<file path="src/rtl/text_term_writer.sv">
// ----------------------------------------------------------------------------
// text_term_writer
//
// Terminal front end for the text-mode display. Consumes a byte stream,
// interprets printable characters and a small set of control codes, tracks
// the cursor and turns each byte into zero or more display commands
// (single-cell write, full clear, scroll copy + blank last row). Exactly one
// command is in flight at a time; the next one is only started after the
// display has pulsed wr_complete for the previous one.
//
// Ports
//   clk100       in   system clock, rising edge
//   rst          in   synchronous reset, active-high
//   rx_valid     in   rx_data carries a byte
//   rx_data      in   incoming byte
//   rx_ready     out  byte taken on a cycle with rx_valid && rx_ready
//   wr_start     out  one-cycle command strobe
//   wr_begin     out  first cell address (row*COLS+col)
//   wr_end       out  exclusive end address
//   wr_data      out  fill value (used when wr_offset == 0)
//   wr_offset    out  0: fill, nonzero: cell[a] <= cell[a+wr_offset]
//   wr_complete  in   display finished the current command
//   cursor_col   out  current column
//   cursor_row   out  current row
//   busy         out  command sequence in progress (!rx_ready)
// ----------------------------------------------------------------------------
module text_term_writer #(
  parameter int unsigned COLS           = 80,
  parameter int unsigned ROWS           = 25,
  parameter bit          CLEAR_ON_RESET = 1'b1
) (
  input  logic        clk100,
  input  logic        rst,
  input  logic        rx_valid,
  input  logic [7:0]  rx_data,
  output logic        rx_ready,
  output logic        wr_start,
  output logic [10:0] wr_begin,
  output logic [10:0] wr_end,
  output logic [7:0]  wr_data,
  output logic [7:0]  wr_offset,
  input  logic        wr_complete,
  output logic [6:0]  cursor_col,
  output logic [4:0]  cursor_row,
  output logic        busy
);

  typedef struct packed {
    logic [10:0] b;
    logic [10:0] e;
    logic [7:0]  d;
    logic [7:0]  o;
  } cmd_t;

  // S_INIT only exists to load the post-reset clear so that wr_* are valid
  // in the same cycle that wr_start is high.
  typedef enum logic [1:0] {
    S_IDLE  = 2'd0,
    S_START = 2'd1,
    S_WAIT  = 2'd2,
    S_INIT  = 2'd3
  } state_t;

  // Commands still owed after the one currently in flight.
  typedef enum logic [1:0] {
    Q_NONE    = 2'd0,
    Q_SCROLL1 = 2'd1,
    Q_SCROLL2 = 2'd2
  } queue_t;

  localparam logic [10:0] COLS_A      = 11'(COLS);
  localparam logic [10:0] LAST_BASE   = 11'((ROWS - 1) * COLS);
  localparam logic [10:0] SCREEN_END  = 11'(ROWS * COLS);
  localparam logic [6:0]  COL_LAST    = 7'(COLS - 1);
  localparam logic [4:0]  ROW_LAST    = 5'(ROWS - 1);
  localparam logic [7:0]  SCROLL_OFS  = 8'(COLS);

  localparam cmd_t CLEAR_CMD   = '{b: 11'd0,     e: SCREEN_END, d: 8'h00, o: 8'h00};
  localparam cmd_t SCROLL1_CMD = '{b: 11'd0,     e: LAST_BASE,  d: 8'h00, o: SCROLL_OFS};
  localparam cmd_t SCROLL2_CMD = '{b: LAST_BASE, e: SCREEN_END, d: 8'h00, o: 8'h00};

  localparam state_t RESET_STATE = CLEAR_ON_RESET ? S_INIT : S_IDLE;
  localparam logic   RESET_READY = CLEAR_ON_RESET ? 1'b0 : 1'b1;

  state_t      state_q,    state_d;
  queue_t      queue_q,    queue_d;
  cmd_t        cmd_q,      cmd_d;
  logic        wr_start_q, wr_start_d;
  logic        rx_ready_q, rx_ready_d;
  logic [6:0]  col_q,      col_d;
  logic [4:0]  row_q,      row_d;
  logic [10:0] cell_addr;
  logic        printable;

  assign cell_addr = 11'(row_q) * COLS_A + 11'(col_q);
  assign printable = (rx_data >= 8'h20) && (rx_data <= 8'h7E);

  // Next-state, command loading and cursor update.
  always_comb begin
    state_d = state_q;
    queue_d = queue_q;
    cmd_d   = cmd_q;
    col_d   = col_q;
    row_d   = row_q;

    case (state_q)
      S_INIT: begin
        cmd_d   = CLEAR_CMD;
        queue_d = Q_NONE;
        state_d = S_START;
      end

      S_IDLE: begin
        if (rx_valid) begin
          if (printable) begin
            cmd_d   = '{b: cell_addr, e: cell_addr + 11'd1, d: rx_data + 8'd1, o: 8'h00};
            state_d = S_START;
            if (col_q == COL_LAST) begin
              // Wrap: the write goes out first, a scroll may follow it.
              col_d = 7'd0;
              if (row_q != ROW_LAST) begin
                row_d   = row_q + 5'd1;
                queue_d = Q_NONE;
              end else begin
                queue_d = Q_SCROLL1;
              end
            end else begin
              col_d   = col_q + 7'd1;
              queue_d = Q_NONE;
            end
          end else begin
            case (rx_data)
              8'h0A: begin
                if (row_q != ROW_LAST) begin
                  row_d = row_q + 5'd1;
                end else begin
                  cmd_d   = SCROLL1_CMD;
                  queue_d = Q_SCROLL2;
                  state_d = S_START;
                end
              end
              8'h0D: begin
                col_d = 7'd0;
              end
              8'h08: begin
                if (col_q != 7'd0) begin
                  col_d = col_q - 7'd1;
                end else begin
                  col_d = col_q;
                end
              end
              8'h0C: begin
                cmd_d   = CLEAR_CMD;
                queue_d = Q_NONE;
                col_d   = 7'd0;
                row_d   = 5'd0;
                state_d = S_START;
              end
              default: begin
                state_d = S_IDLE;
              end
            endcase
          end
        end else begin
          state_d = S_IDLE;
        end
      end

      S_START: begin
        state_d = S_WAIT;
      end

      S_WAIT: begin
        if (wr_complete) begin
          case (queue_q)
            Q_SCROLL1: begin
              cmd_d   = SCROLL1_CMD;
              queue_d = Q_SCROLL2;
              state_d = S_START;
            end
            Q_SCROLL2: begin
              cmd_d   = SCROLL2_CMD;
              queue_d = Q_NONE;
              state_d = S_START;
            end
            default: begin
              queue_d = Q_NONE;
              state_d = S_IDLE;
            end
          endcase
        end else begin
          state_d = S_WAIT;
        end
      end

      default: begin
        queue_d = Q_NONE;
        state_d = S_IDLE;
      end
    endcase

    // Strobe and ready are registered from the state being entered.
    wr_start_d = (state_d == S_START);
    rx_ready_d = (state_d == S_IDLE);
  end

  // State, command and cursor registers with synchronous reset.
  always_ff @(posedge clk100) begin
    if (rst) begin
      state_q    <= RESET_STATE;
      queue_q    <= Q_NONE;
      cmd_q      <= '{b: 11'd0, e: 11'd0, d: 8'h00, o: 8'h00};
      wr_start_q <= 1'b0;
      rx_ready_q <= RESET_READY;
      col_q      <= 7'd0;
      row_q      <= 5'd0;
    end else begin
      state_q    <= state_d;
      queue_q    <= queue_d;
      cmd_q      <= cmd_d;
      wr_start_q <= wr_start_d;
      rx_ready_q <= rx_ready_d;
      col_q      <= col_d;
      row_q      <= row_d;
    end
  end

  assign rx_ready   = rx_ready_q;
  assign busy       = ~rx_ready_q;
  assign wr_start   = wr_start_q;
  assign wr_begin   = cmd_q.b;
  assign wr_end     = cmd_q.e;
  assign wr_data    = cmd_q.d;
  assign wr_offset  = cmd_q.o;
  assign cursor_col = col_q;
  assign cursor_row = row_q;

endmodule

</file>
<file path="config.mk">
export PLATFORM = sky130hd
export DESIGN_NAME = text_term_writer
export DESIGN_NICKNAME = d
export VERILOG_FILES = /design/src/rtl/text_term_writer.sv
export SDC_FILE = /design/constraint.sdc
export NUM_CORES = 1
export LEC_CHECK = 0
export ABC_AREA = 0
export CAP_MARGIN = 20
export CORE_MARGIN = 10
export CORE_UTILIZATION = 53
export CTS_BUF_LIST = sky130_fd_sc_hd__clkbuf_4 sky130_fd_sc_hd__clkbuf_8
export CTS_CLUSTER_SIZE = 40
export DETAILED_ROUTE_END_ITERATION = 8
export PLACE_DENSITY = 0.91
export SKIP_CTS_REPAIR_TIMING = 1
export SYNTH_ARGS = -nofsm -noshare
export SYNTH_HDL_FRONTEND = slang
export SYNTH_SLANG_ARGS = --single-unit
</file>
<file path="constraint.sdc">
create_clock -name clk100 -period 8.9 [get_ports clk100]
set_clock_uncertainty 0.2 [all_clocks]
set_input_delay 1.78 -clock clk100 [delete_from_list [all_inputs] [get_ports clk100]]
set_output_delay 1.78 -clock clk100 [all_outputs]
set_load 0.05 [all_outputs]
</file>
* After elaboration in Yosys (flattened, before gate mapping)
Cells that the tools add are included.
Storage, ports and cells: logic and storage cells 84, output and inout bits 53, register bits after elaboration 56
Operators by class: bitwise operators 1, equal/unequal tests 19, add/sub/neg operators 6, multiplexer cells 31, multipliers 1, reduce and logical (&&, ||, !) cells 14, order comparisons 2
Operator list (number):
- 38-bit 2-to-1 mux | 4
- 38-bit one-hot mux with 2 select lines | 2
- 38-bit one-hot mux with 3 select lines | 1
- 8-bit by 4-bit equality test with 1-bit output, second input constant | 4
- 7-bit 2-to-1 mux | 3
- 2-bit 2-to-1 mux | 10
- 5-bit 2-to-1 mux | 3
- 7-bit one-hot mux with 2 select lines | 1
- 2-bit one-hot mux with 3 select lines | 2
- 11-bit by 1-bit adder with 11-bit output, second input constant | 1
- 11-bit by 7-bit adder with 11-bit output | 1
- 5-bit one-hot mux with 2 select lines | 1
- 3-bit nonzero test | 3
- 8-bit by 1-bit adder with 8-bit output, second input constant | 1
- 8-bit by 6-bit greater-or-equal comparator with 1-bit output, second input constant | 1
- 8-bit by 7-bit <= comparator with 1-bit output, second input constant | 1
- 2-bit one-hot mux with 4 select lines | 1
- 4-bit AND reduction | 2
- 7-bit by 1-bit adder with 7-bit output, second input constant | 1
- 7-bit equality test, second input constant | 1
- 5-bit by 3-bit multiplier with 7-bit output, second input constant | 1
- 7-bit nonzero test | 1
- 7-bit by 1-bit subtractor with 7-bit output, second input constant | 1
- 2-bit by 1-bit equality test with 1-bit output, second input constant | 3
- 17 further kinds | 24

* Longest topological paths before layout
depth after elaboration 7, depth in mapped cells 10

* Worst setup path before layout
Ideal clock, no wire load.
path kind input to register, start point in rx_data[7], end point reg cmd_q (netlist bit wr_end[6]), arrival time 3.567 ns, setup slack 5.063 ns, path buffers 1, setup time 0.070 ns, stages on the path 7, data required time 8.630 ns, cells stage by stage or4b_4 nor4_1 o31ai_2 and2_1 buf_6 or3_1 a21oi_1
On the way: word-level cells in the longest chain between the ends 5, elaborated cells on any way between the ends 12
Ends and longest elaborated chain:
- start, declared | RTL line 35 | input logic [7:0] rx_data,
- 8-bit by 6-bit greater-or-equal comparator with 1-bit output, or another cell as far along | RTL line 96 | assign printable = (rx_data >= 8'h20) && (rx_data <= 8'h7E);
- 1-bit logical AND / 38-bit one-hot mux with 2 select lines (equally long branches) | RTL line 96, 132
- 38-bit 2-to-1 mux | RTL line 115 | if (printable) begin
- 38-bit 2-to-1 mux | RTL line 114 | if (rx_valid) begin
- 38-bit one-hot mux with 3 select lines | RTL line 106 | case (state_q)
- end signal, assigned | RTL line 212 | cmd_q <= '{b: 11'd0, e: 11'd0, d: 8'h00, o: 8'h00};
- end signal, assigned | RTL line 220 | cmd_q <= cmd_d;
- end, declared | RTL line 87 | cmd_t cmd_q, cmd_d;
Several ways; a longest one is shown, not always the timed one. The select of a mux whose other input is x is not followed. A chain may end at the register's enable or synchronous reset.

* Final worst setup path
start point in rx_data[2], end point reg cmd_q (netlist bit wr_end[10])
The elaborated chain is that of the path after synthesis.

==> results.yml <==
synth:
  syn_area_per_cell_um2: 7.81
  async_flop_share: 0
  synth_area_leaders: "dfxtp_1, ha_1, a21oi_1"
  synth_fa_ha_area_frac: 0.0984
  synth_warnings: 0
  synth.area.mux_share: 0.00691
  yosys_most_used_dff: "dfxtp_1"
  ys_ff_latch: 49
  synth.distinct_cells: 51
  synth_top_family_by_area: "simple AND/OR/NAND/NOR gates"
  synth_edf_count: 0
  syn_inst: 394
  synthXorXnorAreaFrac: 0.0541
  seq_area_frac_synth: 0.319
  synth_compound_area_frac: 0.202
  synth_top_area_frac: 0.319
  synthSimpleGateAreaFrac: 0.250
  syn_area_um2: 3080
  yosysTopAreaCell: "dfxtp_1"
setup_path:
  crit_fanout: 31
  cpPeakStageDelay_ns: 0.69
  end_kind: "flop"
  critPathRequiredTime_ns: 8.87
  cp_common_cell: "a41oi_1"
  cp_slowest_cell: "nand2_1"
  setup.worst_path.start_class: "input port"
  reg2regPathDepth: 10
  path_cells: "clkdlybuf4s50_1 > and4_1 > a41oi_1 > buf_4 > o31ai_2 > nand2_1 > o21ai_0 > a41oi_1"
  crit_type: "input port to flop"
  arrival_ns: 4.78
route:
  wirelength_um: 8310
  dr.pass1.iters: 8
  first_iter_violations: 317
  vias_per_cell: 6.08
  ant_nets: 0
  vias: 3103
  drc_errors: 0
  wl_per_cell_um: 16.3
clocking:
  tritoncts: "yes"
  ctsHtreeMaxLevel: 2
  cts_inserted_buffers: 5
  clkSlewWorstSetupHoldPaths_ns: 0.10
  cts_root_buffer: "clkbuf_8"
  insertion_delay_ns: 0.31
  cts_sinks: 49
  cts_buffer_depth: 2
sta:
  slew_headroom: 0.358
  max_freq_mhz: 208
  worst_pin_slew_ns: 0.963
  grt_setup_unrepaired: "false"
  slew_viol_final: 0
  fin_crit_ns: 4.81
  finalCritPeriodShare: 0.541
  holdWs_ns: 0.256
  finalSetupViolCount: 0
  setup_tns_ns: 0
  finalHoldViolCount: 0
global_routing:
  grt_pass1_vias: 2914
  antenna_found_initial: 0
  overflow: 0
  track_usage: 0.178
  grt_pass1_wl_um: 13500
  grt_max_degree: 46
finish:
  nets: 472
  area_growth_pct: 21.2
  instances_no_fill: 510
  antennaDiodeCount: 0
  layout-drive-gt1-share: 0.0388
floorplan:
  core_area_um2: 5570
  die-area_um2: 9250
  start_util: 0.552
  fp-row-count: 27
  die_w_um: 96.2
  pin_count: 65
  die_h_um: 96.2
min_path:
  hold_depth: 2
  hold_class: "flop to flop"
place:
  place.detailed.hpwl_um: 6090
  place.gp.congestion: 0.905
  place_inst: 502
  port-buffer-count: 58
power_and_ir_drop:
  power_density_nw_per_um2: 130
  combPwrFrac: 0.229
  p_int_uw: 318
  peakVddDrop_mv: 0.0855
  p_seq_frac: 0.485
  clkPwrFrac: 0.287
  p_sw_uw: 167
  p_leak_uw: 0.00137
  netSwitchingFraction: 0.345
status:
  outcome: "complete, no violations"
job:
  drv_cap: 0
[cell families after synthesis]
logic type,Yosys count
xor gates and xnor gates,19
buffers and inverters,45
other,1
muxes,2
AOI/OAI and AO/OA,101
DFF,49
and+or+nand+nor,154
adders and majority gates,23
[power groups by stage]
stage / combinational (µW) / clock, µW / sequential [µW]
2_1_floorplan: 57.6 / 0 / 263
3_3_place_gp: 108 / 0 / 240
3_5_place_dp: 110 / 0 / 240
4_1_cts: 111 / 137 / 235
5_1_grt: 118 / 145 / 236
6_report: 111 / 139 / 235
[cell usage in the layout (no fill, tap or decap), types with 3 or more instances in the layout]
cell	n
a31oi_1	3
clkdlybuf4s50_1	58
conb_1	6
a21oi_1	45
buf_4	3
nor3_1	11
nand2_1	45
dfxtp_1	49
nand4_1	6
o21ai_0	18
nand3_1	35
xnor2_1	9
xor2_1	10
a311oi_1	4
and3_1	4
clkbuf_8	5
nand2b_1	3
or3_1	5
nor2b_1	6
a211oi_1	7
a21o_1	3
ha_1	21
inv_1	15
nor2_1	23
and4_1	4
o21a_1	5
[stage by stage]
| stage | setup slack [ns] | area (µm²) | utilization | total power (µW) |
|---|---|---|---|---|
| 3_3_place_gp | 3.96 | 3640 | 0.653 | 347 |
| 4_1_cts | 4.13 | 3730 | 0.669 | 483 |
| 6_report | 4.09 | 3730 | 0.669 | 485 |
| 2_1_floorplan | 5.06 | 3100 | - | 321 |
| 5_1_grt | 3.89 | 3730 | 0.669 | 499 |
| 3_5_place_dp | 3.85 | 3640 | 0.653 | 350 |
[layout make-up]
type | count | area (µm²)
multi-input combinational | 305 | 1910
fill | 465 | 1840
sequential | 49 | 981
timing repair buffer | 61 | 603
tap | 72 | 90.1
clock buffer | 5 | 68.8
inverter | 15 | 56.3
clock inverter | 3 | 21.3
[flip-flops by register name, summed over array words and instances, names as in the netlist]
signal,cells
wr_begin,11
wr_end,11
wr_data,8
cursor_col,7
cursor_row,5
queue_q,2
state_q,2
rx_ready,1
wr_offset,1
wr_start,1
[worst paths after layout]
kind	from	to	slack [ns]
max	rx_data[2]	wr_end[10]$_SDFFE_PP0P_	4.09
max reg2reg	cursor_row[1]$_SDFFE_PP0P_	wr_end[10]$_SDFFE_PP0P_	5.67
min reg2reg	wr_begin[0]$_SDFFE_PP0P_	wr_begin[0]$_SDFFE_PP0P_	0.26
min	wr_begin[0]$_SDFFE_PP0P_	wr_begin[0]$_SDFFE_PP0P_	0.26
[per-layer routing]
| metal | GRT usage | wire [µm] |
|---|---|---|
| met1 | 0.213 | 3270 |
| met2 | 0.303 | 3930 |
| met3 | 0.0350 | 875 |
| met4 | 0.0688 | 233 |
| met5 | 0.0167 | 0 |
[cell usage after synthesis, types with 2 or more instances]
library cell and number:
ha_1 21, nand3_1 35, dfxtp_1 49, nand2_1 45, a41oi_1 2, nor3_1 12
o31a_1 2, nor4_1 2, nor2b_1 6, a21oi_1 45, o22ai_1 2, xnor2_1 9
or4_1 2, and3_1 4, fa_1 2, nor2_1 23, a311oi_1 4, nand4_1 6
and2_1 2, a31oi_1 3, o21ai_0 18, o21a_1 5, a211oi_1 7, inv_1 15
buf_2 6, or3_1 5, xor2_1 10, a21o_1 3, nand2b_1 3, clkbuf_1 15
buf_4 7, a32o_1 2, and4_1 4
[critical path, delay by kind of cell]
kind,cells,cell delay (ns)
buf+inv,2,0.86
compound gates,4,1.14
simple gates,2,0.98
(Power assumes the default switching activity.)
